**src/rtl/composite_pkg.sv**
```systemverilog
// Shared constants and state type for the composite pixel encoder.
package composite_pkg;

  localparam int unsigned LVL_SYNC          = 0;
  localparam int unsigned LVL_BLANK         = 8;
  localparam int unsigned LVL_BLACK         = 9;
  localparam int unsigned LVL_WHITE         = 31;
  localparam int unsigned FIRST_ACTIVE_LINE = 17;
  localparam int unsigned FLAG_W            = 5;

  // Flag bundle order: {hsync, vsync, hblank, vblank, in_pixel}
  localparam logic [FLAG_W-1:0] FLAGS_BLANK = 5'b00110;

  typedef enum logic [1:0] {
    H_BLANK,
    H_ACTIVE,
    H_DONE
  } h_state_e;

endpackage

```
**src/rtl/flag_delay_pipe.sv**
```systemverilog
// Fixed-depth asynchronously reset shift register used to delay timing flags.
module flag_delay_pipe #(
  parameter int unsigned      WIDTH     = 5,
  parameter int unsigned      DEPTH     = 2,
  parameter logic [WIDTH-1:0] RESET_VAL = '0
) (
  input  logic             i_clk,
  input  logic             i_rst,
  input  logic [WIDTH-1:0] i_d,
  output logic [WIDTH-1:0] o_q
);

  logic [WIDTH-1:0] r_stage [DEPTH];

  always_ff @(posedge i_clk or posedge i_rst) begin
    if (i_rst) begin
      for (int i = 0; i < DEPTH; i++) r_stage[i] <= RESET_VAL;
    end else begin
      r_stage[0] <= i_d;
      for (int i = 1; i < DEPTH; i++) r_stage[i] <= r_stage[i-1];
    end
  end

  assign o_q = r_stage[DEPTH-1];

endmodule

```
**src/rtl/composite_pixel_encoder.sv**
```systemverilog
// Pixel fetch sequencer and DAC level encoder fed by the NTSC timing generator.
module composite_pixel_encoder
  import composite_pkg::*;
#(
  parameter int unsigned PIXEL_DIV    = 4,
  parameter int unsigned H_PIXELS     = 320,
  parameter int unsigned READ_LATENCY = 1,
  parameter int unsigned LUMA_W       = 4,
  parameter int unsigned DAC_W        = 5,
  parameter int unsigned SYNC_LEVEL   = LVL_SYNC,
  parameter int unsigned BLANK_LEVEL  = LVL_BLANK,
  parameter int unsigned BLACK_LEVEL  = LVL_BLACK,
  parameter int unsigned WHITE_LEVEL  = LVL_WHITE
) (
  input  logic              i_clk,
  input  logic              i_rst,
  input  logic              i_hsync,
  input  logic              i_vsync,
  input  logic              i_hblank,
  input  logic              i_vblank,
  input  logic [9:0]        i_y,
  output logic [8:0]        o_pixel_x,
  output logic [7:0]        o_pixel_y,
  output logic              o_pixel_req,
  input  logic [LUMA_W-1:0] i_pixel_luma,
  output logic [DAC_W-1:0]  o_dac,
  output logic              o_frame_start
);

  localparam int unsigned DIV_W = $clog2(PIXEL_DIV);

  h_state_e           r_state;
  logic [DIV_W-1:0]   r_div;
  logic [8:0]         r_pixel_x;
  logic [7:0]         r_pixel_y;
  logic               r_pixel_req;
  logic               r_hblank_q;
  logic               r_vblank_q;
  logic               r_frame_start;
  logic [LUMA_W-1:0]  r_luma;
  logic [DAC_W-1:0]   r_dac;

  logic               w_abort;
  logic               w_start;
  logic               w_last;
  logic               w_in_pixel;
  logic [7:0]         w_y_rel;
  logic [FLAG_W-1:0]  w_flags_dly;
  logic               w_luma_valid;
  logic [LUMA_W-1:0]  w_luma;
  logic [DAC_W:0]     w_sum;
  logic [DAC_W-1:0]   w_dac_d;

  assign w_abort = i_hblank | i_vblank;
  assign w_start = r_hblank_q & ~i_hblank & ~i_vblank;
  assign w_last  = (r_div == DIV_W'(PIXEL_DIV - 1)) && (r_pixel_x == 9'(H_PIXELS - 1));
  assign w_y_rel = 8'(i_y - 10'(FIRST_ACTIVE_LINE));

  // High when the next clock is part of a pixel period; lines up with the fetched luma.
  assign w_in_pixel = ((r_state == H_BLANK) && w_start) ||
                      ((r_state == H_ACTIVE) && !w_abort && !w_last);

  always_ff @(posedge i_clk or posedge i_rst) begin
    if (i_rst) begin
      r_state     <= H_BLANK;
      r_div       <= '0;
      r_pixel_x   <= '0;
      r_pixel_y   <= '0;
      r_pixel_req <= 1'b0;
    end else begin
      r_pixel_req <= 1'b0;
      unique case (r_state)
        H_BLANK: begin
          if (w_start) begin
            r_state     <= H_ACTIVE;
            r_div       <= '0;
            r_pixel_x   <= '0;
            r_pixel_y   <= w_y_rel;
            r_pixel_req <= 1'b1;
          end
        end
        H_ACTIVE: begin
          if (w_abort) begin
            r_state <= H_BLANK;
          end else if (r_div == DIV_W'(PIXEL_DIV - 1)) begin
            r_div <= '0;
            if (r_pixel_x == 9'(H_PIXELS - 1)) begin
              r_state <= H_DONE;
            end else begin
              r_pixel_x   <= r_pixel_x + 9'd1;
              r_pixel_req <= 1'b1;
            end
          end else begin
            r_div <= r_div + DIV_W'(1);
          end
        end
        H_DONE: begin
          if (w_abort) r_state <= H_BLANK;
        end
        default: r_state <= H_BLANK;
      endcase
    end
  end

  flag_delay_pipe #(
    .WIDTH     (FLAG_W),
    .DEPTH     (READ_LATENCY + 1),
    .RESET_VAL (FLAGS_BLANK)
  ) u_flag_pipe (
    .i_clk (i_clk),
    .i_rst (i_rst),
    .i_d   ({i_hsync, i_vsync, i_hblank, i_vblank, w_in_pixel}),
    .o_q   (w_flags_dly)
  );

  flag_delay_pipe #(
    .WIDTH     (1),
    .DEPTH     (READ_LATENCY),
    .RESET_VAL (1'b0)
  ) u_req_pipe (
    .i_clk (i_clk),
    .i_rst (i_rst),
    .i_d   (r_pixel_req),
    .o_q   (w_luma_valid)
  );

  assign w_luma = w_luma_valid ? i_pixel_luma : r_luma;
  assign w_sum  = (DAC_W+1)'(BLACK_LEVEL) + (DAC_W+1)'(w_luma);

  always_comb begin
    w_dac_d = DAC_W'(BLACK_LEVEL);
    if (w_flags_dly[4] | w_flags_dly[3]) begin
      w_dac_d = DAC_W'(SYNC_LEVEL);
    end else if (w_flags_dly[2] | w_flags_dly[1]) begin
      w_dac_d = DAC_W'(BLANK_LEVEL);
    end else if (!w_flags_dly[0]) begin
      w_dac_d = DAC_W'(BLACK_LEVEL);
    end else if (w_sum > (DAC_W+1)'(WHITE_LEVEL)) begin
      w_dac_d = DAC_W'(WHITE_LEVEL);
    end else begin
      w_dac_d = w_sum[DAC_W-1:0];
    end
  end

  always_ff @(posedge i_clk or posedge i_rst) begin
    if (i_rst) begin
      r_luma        <= '0;
      r_dac         <= DAC_W'(BLANK_LEVEL);
      r_hblank_q    <= 1'b0;
      r_vblank_q    <= 1'b0;
      r_frame_start <= 1'b0;
    end else begin
      r_luma        <= w_luma;
      r_dac         <= w_dac_d;
      r_hblank_q    <= i_hblank;
      r_vblank_q    <= i_vblank;
      r_frame_start <= r_vblank_q & ~i_vblank;
    end
  end

  assign o_pixel_x     = r_pixel_x;
  assign o_pixel_y     = r_pixel_y;
  assign o_pixel_req   = r_pixel_req;
  assign o_dac         = r_dac;
  assign o_frame_start = r_frame_start;

endmodule
```
**config.mk**
```make
export PLATFORM = sky130hd
export DESIGN_NAME = composite_pixel_encoder
export DESIGN_NICKNAME = d
export VERILOG_FILES = /design/src/rtl/composite_pkg.sv /design/src/rtl/flag_delay_pipe.sv /design/src/rtl/composite_pixel_encoder.sv
export SDC_FILE = /design/constraint.sdc
export NUM_CORES = 1
export LEC_CHECK = 0
export ABC_AREA = 0
export ABC_CLOCK_PERIOD_IN_PS = 2500
export CAP_MARGIN = 15
export CORE_UTILIZATION = 49
export CTS_CLUSTER_SIZE = 25
export DETAILED_ROUTE_END_ITERATION = 10
export GPL_ROUTABILITY_DRIVEN = 0
export PLACE_DENSITY = 0.78
export SYNTH_ARGS = -nofsm -noshare
export SYNTH_HDL_FRONTEND = slang
export SYNTH_HIERARCHICAL = 1
export SYNTH_SLANG_ARGS = --single-unit
```
**constraint.sdc**
```tcl
create_clock -name i_clk -period 2.5 [get_ports i_clk]
set_clock_uncertainty 0.2 [all_clocks]
set_input_delay 0.5 -clock i_clk [delete_from_list [all_inputs] [get_ports i_clk]]
set_output_delay 0.5 -clock i_clk [all_outputs]
set_load 0.03 [all_outputs]
```
==> results of run 1 <==
-- state kept, by name, indices dropped and copies added (netlist names) --
signal,count
o_pixel_req,1
r_state,2
o_dac,5
r_luma,4
r_div,2
o_pixel_y,8
u_flag_pipe/r_stage,5
u_req_pipe/o_q,1
u_flag_pipe/o_q,5
o_frame_start,1
r_hblank_q,1
o_pixel_x,9
r_vblank_q,1
-- power by group --
group | switching [mW] | internal, mW | total [mW]
Combinational | 0.159 | 0.126 | 0.285
Clock | 0.250 | 0.201 | 0.451
Sequential | 0.0299 | 0.790 | 0.820
-- through the flow --
stage                     hold WS (ns)  total power, mW  worst slack [ns]  util [%]
after floorplan                 0.0287            0.995             0.620         -
after global routing             0.152             1.65             0.223      66.9
final                            0.151             1.56             0.322      66.9
after global placement           0.132             1.11             0.112      64.4
after detailed placement         0.136             1.12            0.0406      64.4
after CTS                        0.151             1.58             0.309      66.9
-- routing by layer --
metal,global-route usage [%],share of wire (%)
met1,20.1,40
met2,37.9,54
met3,6.87,5.4
met4,5.00,0.72
met5,0,0
-- synthesized netlist by cell type (3+ instances only) --
| cell type | n |
|---|---|
| mux2_2 | 4 |
| dfstp_2 | 5 |
| ha_1 | 5 |
| buf_4 | 5 |
| nand3_1 | 5 |
| o21ai_0 | 10 |
| o31ai_1 | 4 |
| or4_1 | 3 |
| xnor2_1 | 6 |
| nand4_1 | 3 |
| dfrtp_1 | 40 |
| mux2i_1 | 4 |
| inv_1 | 11 |
| nand2_1 | 22 |
| a21oi_1 | 8 |
| nor2_1 | 6 |
-- worst max-delay path by stage --
| stage | start | end | depth (start not counted) |
|---|---|---|---|
| finish | o_dac[3]$_DFF_PP1_ | o_dac[3] | 1 |
| detailed placement | i_y[1] | o_pixel_y[6]$_DFFE_PP0P_ | 7 |
| CTS | o_dac[3]$_DFF_PP1_ | o_dac[3] | 1 |
| global route | i_y[1] | o_pixel_y[6]$_DFFE_PP0P_ | 7 |
| floorplan | o_pixel_x[0]$_DFFE_PP0P_ | o_pixel_x[2]$_DFFE_PP0P_ | 5 |
| global placement | i_y[1] | o_pixel_y[6]$_DFFE_PP0P_ | 7 |
-- cell families after synthesis --
| kind of cell | count (synthesis) |
|---|---|
| compound gates | 30 |
| xor+xnor | 7 |
| fa+ha+maj | 5 |
| buf+inv | 20 |
| flops | 45 |
| mux | 8 |
| simple gates | 57 |
-- area by class of cell --
cell class / instances / area [um^2] / share of cell area (%)
timing repair buffer: 47 / 455 / 18.3
clock buffer: 5 / 68.8 / 2.77
clock inverter: 3 / 25.0 / 1.01
multi-input combinational: 107 / 704 / 28.3
tap: 48 / 60.1 / 2.41
sequential: 45 / 1130 / 45.5
inverter: 11 / 41.3 / 1.66
==> out/metrics.yaml, run 1 <==
timing:
  slew_headroom_pct: 69.9
  slew_violations: 0
  setup_viol: 0
  timing.fmax_mhz: 459
  rsz0062_at_grt: "false"
  min_period_over_period_pct: 87.1
  worst_pin_slew_ns: 0.446
  final.setup.tns_ns: 0
  period_minus_slack_ns: 2.18
  hold_viol: 0
drt:
  num_vias: 1400
  dr.pass1.iters: 4
  drt-initial-drc-count: 33
  viasPerCell: 5.26
  drtAntennaViolNets: 0
  wire_per_inst_um: 13.6
  wirelength_um: 3610
  drc: 0
final_layout:
  final_cell_mix: "41 x clkdlybuf4s50_1, 40 x dfrtp_1, 22 x nand2_1"
  final_area_mm2: 0.00249
  layout.nets: 242
  syn_to_final_growth_pct: 28.3
  n_antenna_cell: 0
  layout-drive-gt1-share_pct: 12.8
  fillers: 283
  fin_cells: 266
  layout_commonest_cell: "clkdlybuf4s50_1"
clock_tree:
  clockBufferDepth: 2
  cts_hold_buf: 0
  cts_buffers: 5
  htreeDepth: 2
  cts_tree: "built"
  cts_setup_buffers: 0
  root_buffer: "clkbuf_8"
  cts_resized: 0
  clk_pin_slew_ns: 0.09
  clk_latency_ns: 0.30
  clock-sinks: 45
logic_synthesis:
  yosys.area.top_type: "dfrtp_1"
  synth_top_family_by_area: "simple AND/OR/NAND/NOR gates"
  ys_ff_latch: 45
  yosysSeqAreaShare_pct: 58.4
  yosysTopAreaCellShare_pct: 51.6
  yosysWarnings: 6
  synth_cells: 172
  synth_flop_cell: "dfrtp_1"
  synthSimpleGateAreaFrac_pct: 16.1
  synth_compound_area_share_pct: 9.42
  syn_area_mm2: 0.00194
  synthXorXnorAreaFrac_pct: 3.16
  synth.area.mux_share_pct: 4.39
  synth-async-reset-ratio_pct: 100
  synth_cell_types: 42
  synth_area_per_cell_um2: 11.3
  synth.area.top_cells: "dfrtp_1 52%, dfstp_2 6.8%, nand2_1 4.3%"
  synth_enable_flop_cells: 0
  synthAdderAreaFrac_pct: 3.23
  syn-num-nets: 197
hold_path:
  min_path_cells: 0
  min_to: "u_flag_pipe/o_q[0]$_DFF_PP0_"
  min_from: "u_flag_pipe/r_stage[5]$_DFF_PP0_"
  hp-class: "reg2reg"
critical_path:
  critPathKind: "reg2out"
  critPathLaunchType: "flip-flop"
  end_kind: "primary output"
  regToRegEndpoint: "o_pixel_x[3]$_DFFE_PP0P_"
  cpPeakStageDelay_ns: 0.65
  crit_family: "buffers and inverters"
  crit_path_max_fanout: 1
  critical_path.cell_chain: "clkdlybuf4s50_1"
  worstPathRequired_ns: 1.80
  worst-r2r-setup-slack_ns: 0.62
  reg2reg_depth: 4
  cp_slowest_cell: "clkdlybuf4s50_1"
  rr_startpoint: "r_state[1]$_DFFE_PP0P_"
  path_buf_inv: 1
  worstPathArrival_ns: 1.48
power:
  p_per_area_mw_per_mm2: 625
  ir_drop_mv: 0.432
  leakage_nw: 1.10
floorplan:
  num_rows: 22
  dieWidth_um: 64.9
  coreArea_mm2: 0.00372
  start_util_pct: 52.2
  dieArea_mm2: 0.00421
  fp.dieH_um: 64.9
  boundaryPins: 44
job:
  drv_cap: 0
place:
  dp_cells: 258
  dp.final_hpwl_um: 2760
  io_buffers: 41
  placed_area_mm2: 0.00239
global_route:
  grt_pass1_wl_um: 6220
  grt_pass1_vias: 1477
  grt_usage_pct: 19.8
  grt_antenna_before_repair: 0
  grt-ovfl-total: 0
  grt_max_degree: 23
outcome:
  status: "complete, no violations"
No activity file was read; power rests on OpenSTA's default activity.
==> inputs of run 2 (changes only) <==
--- a/config.mk
+++ b/config.mk
@@ -8,11 +8,13 @@
 export ABC_AREA = 0
 export ABC_CLOCK_PERIOD_IN_PS = 2500
 export CAP_MARGIN = 15
-export CORE_UTILIZATION = 49
+export CELL_PAD_IN_SITES_DETAIL_PLACEMENT = 0
+export CELL_PAD_IN_SITES_GLOBAL_PLACEMENT = 2
+export CORE_UTILIZATION = 31
 export CTS_CLUSTER_SIZE = 25
 export DETAILED_ROUTE_END_ITERATION = 10
 export GPL_ROUTABILITY_DRIVEN = 0
-export PLACE_DENSITY = 0.78
+export PLACE_DENSITY_LB_ADDON = 0.1
 export SYNTH_ARGS = -nofsm -noshare
 export SYNTH_HDL_FRONTEND = slang
 export SYNTH_HIERARCHICAL = 1
==> out/metrics.yaml, run 2 (same netlist as run 1, synthesis figures left out) <==
timing:
  min_period_over_period_pct: 87.2  # about the same
  setup_viol: 0  # unchanged
  timing.fmax_mhz: 459  # about the same
  hold_viol: 0  # unchanged
  rsz0062_at_grt: "false"
  slew_violations: 0  # unchanged
  slew_headroom_pct: 70.8  # +0.86 points
  timing.final.ws_setup_ns: 0.320  # -0.00183 ns
  final.setup.tns_ns: 0  # unchanged
  period_minus_slack_ns: 2.18  # +0.00183 ns
  worst_pin_slew_ns: 0.439  # -0.00709 ns
  whs_ns: 0.155  # +0.00451 ns
global_route:
  grt_max_degree: 35  # +52%
  grt.busiest_layer: "met2"
  grt_usage_pct: 12.6  # -7.2 points
  use_met1_pct: 14.9  # -5.3 points
  grt_pass1_wl_um: 6280  # +1.0%
  grt_pass1_vias: 1382  # -6.4%
  use_met2_pct: 21.8  # -16 points
  use_met3_pct: 3.03  # -3.8 points
  grt_antenna_before_repair: 0  # unchanged
  grt-ovfl-total: 0  # unchanged
place:
  place_ws_ns: 0.0522  # +0.0116 ns
  io_buffers: 41  # unchanged
  dp_cells: 287  # +11%
  placed_area_mm2: 0.00244  # +2.0%
  dp.final_hpwl_um: 2710  # -1.6%
drt:
  wire_per_inst_um: 12.8  # -5.7%
  drc: 0  # unchanged
  dr.pass1.iters: 4  # unchanged
  num_vias: 1378  # -1.6%
  viasPerCell: 4.67  # -11%
  drtAntennaViolNets: 0  # unchanged
  drt-initial-drc-count: 61  # +85%
  wirelength_um: 3770  # +4.6%
hold_path:
  min_from: "u_flag_pipe/r_stage[8]$_DFF_PP0_"
  min_path_cells: 0  # unchanged
  min_to: "u_flag_pipe/o_q[3]$_DFF_PP0_"
  hp-class: "reg2reg"
final_layout:
  largest_reg_flops: 9  # unchanged
  fin_cells: 295  # +11%
  fillers: 586  # +110%
  layout.nets: 244  # +0.83%
  layout-drive-gt1-share_pct: 13.6  # +0.79 points
  syn_to_final_growth_pct: 30.8
  utilization_pct: 42.3  # -25 points
  ff_latch_area_mm2: 0.00113  # unchanged
  final_area_mm2: 0.00254  # +2.0%
  final_cell_mix: "41 x clkdlybuf4s50_1, 40 x dfrtp_1, 22 x nand2_1"
  n_antenna_cell: 0  # unchanged
  multi_input_area_um2: 704  # unchanged
  layout_commonest_cell: "clkdlybuf4s50_1"
power:
  seq_power_share_pct: 52.4  # -0.3 points
  clockPowerShare_pct: 29.4  # +0.4 points
  leakage_nw: 1.11  # +0.95%
  power_mw: 1.56  # +0.52%
  p_per_area_mw_per_mm2: 617  # -1.4%
  p_comb_share_pct: 18.2  # about the same
  swShare_pct: 28.4  # +0.23 points
  p_int_mw: 1.12  # +0.19%
  ir_drop_mv: 0.270  # -38%
  power.switching_mw: 0.444  # +1.4%
clock_tree:
  cts_hold_buf: 0  # unchanged
  clockBufferDepth: 2  # unchanged
  clk_pin_slew_ns: 0.09  # about the same
  htreeDepth: 2  # unchanged
  cts_buffers: 5  # unchanged
  cts_tree: "built"
  clock-sinks: 45  # unchanged
  clk_latency_ns: 0.30  # about the same
  root_buffer: "clkbuf_8"
  cts_setup_buffers: 0  # unchanged
  cts_resized: 0  # unchanged
floorplan:
  fp.dieH_um: 81.1  # +25%
  dieArea_mm2: 0.00658  # +56%
  coreArea_mm2: 0.00599  # +61%
  boundaryPins: 44  # unchanged
  start_util_pct: 32.4  # -20 points
  num_rows: 28  # +27%
  dieWidth_um: 81.1  # +25%
critical_path:
  critical_path.cell_chain: "clkdlybuf4s50_1"
  worstPathRequired_ns: 1.80  # about the same
  crit_family: "buffers and inverters"
  path_buf_inv: 1  # unchanged
  worst-r2r-setup-slack_ns: 0.62  # about the same
  reg2reg_depth: 5  # +1
  rr_startpoint: "r_div[0]$_DFFE_PP0P_"
  regToRegEndpoint: "o_pixel_x[4]$_DFFE_PP0P_"
  cp_slowest_cell: "clkdlybuf4s50_1"
  crit_path_max_fanout: 6  # +5
  critPathKind: "reg2out"
  worstPathArrival_ns: 1.48  # about the same
  end_kind: "primary output"
  critPathLaunchType: "flip-flop"
  cpPeakStageDelay_ns: 0.71  # +0.06 ns
job:
  drv_cap: 0  # unchanged
outcome:
  status: "complete, no violations"
run 2: area by class of cell:
cell class | count | share of cell area [%]
clock buffer | 5 | 2.71
inverter | 11 | 1.63
clock inverter | 3 | 0.987
multi-input combinational | 107 | 27.8
sequential | 45 | 44.6
tap | 75 | 3.70
timing repair buffer | 49 | 18.5
run 2: worst max path at each step:
stage / cells after the start / startpoint / endpoint
after floorplan: 5 / o_pixel_x[0]$_DFFE_PP0P_ / o_pixel_x[2]$_DFFE_PP0P_
after global placement: 7 / i_y[1] / o_pixel_y[6]$_DFFE_PP0P_
after detailed placement: 7 / i_y[1] / o_pixel_y[6]$_DFFE_PP0P_
after CTS: 1 / o_pixel_x[0]$_DFFE_PP0P_ / o_pixel_x[0]
after global routing: 1 / o_pixel_x[0]$_DFFE_PP0P_ / o_pixel_x[0]
final: 1 / o_pixel_x[0]$_DFFE_PP0P_ / o_pixel_x[0]
run 2: power groups by stage:
stage	Sequential (mW)	Combinational, mW	Clock, mW
2_1_floorplan	0.887	0.107	0
3_3_place_gp	0.830	0.285	0
3_5_place_dp	0.833	0.291	0
4_1_cts	0.820	0.291	0.487
5_1_grt	0.826	0.312	0.520
6_report	0.819	0.284	0.460
run 2: layer usage:
layer  vias up  part of all wire (%)  routed length (um)
li1        681                     -                   -
met1       661                    43                1620
met2        32                    52                1950
met3         4                   4.1                 154
met4         0                   1.2                  47
met5         -                     0                   0
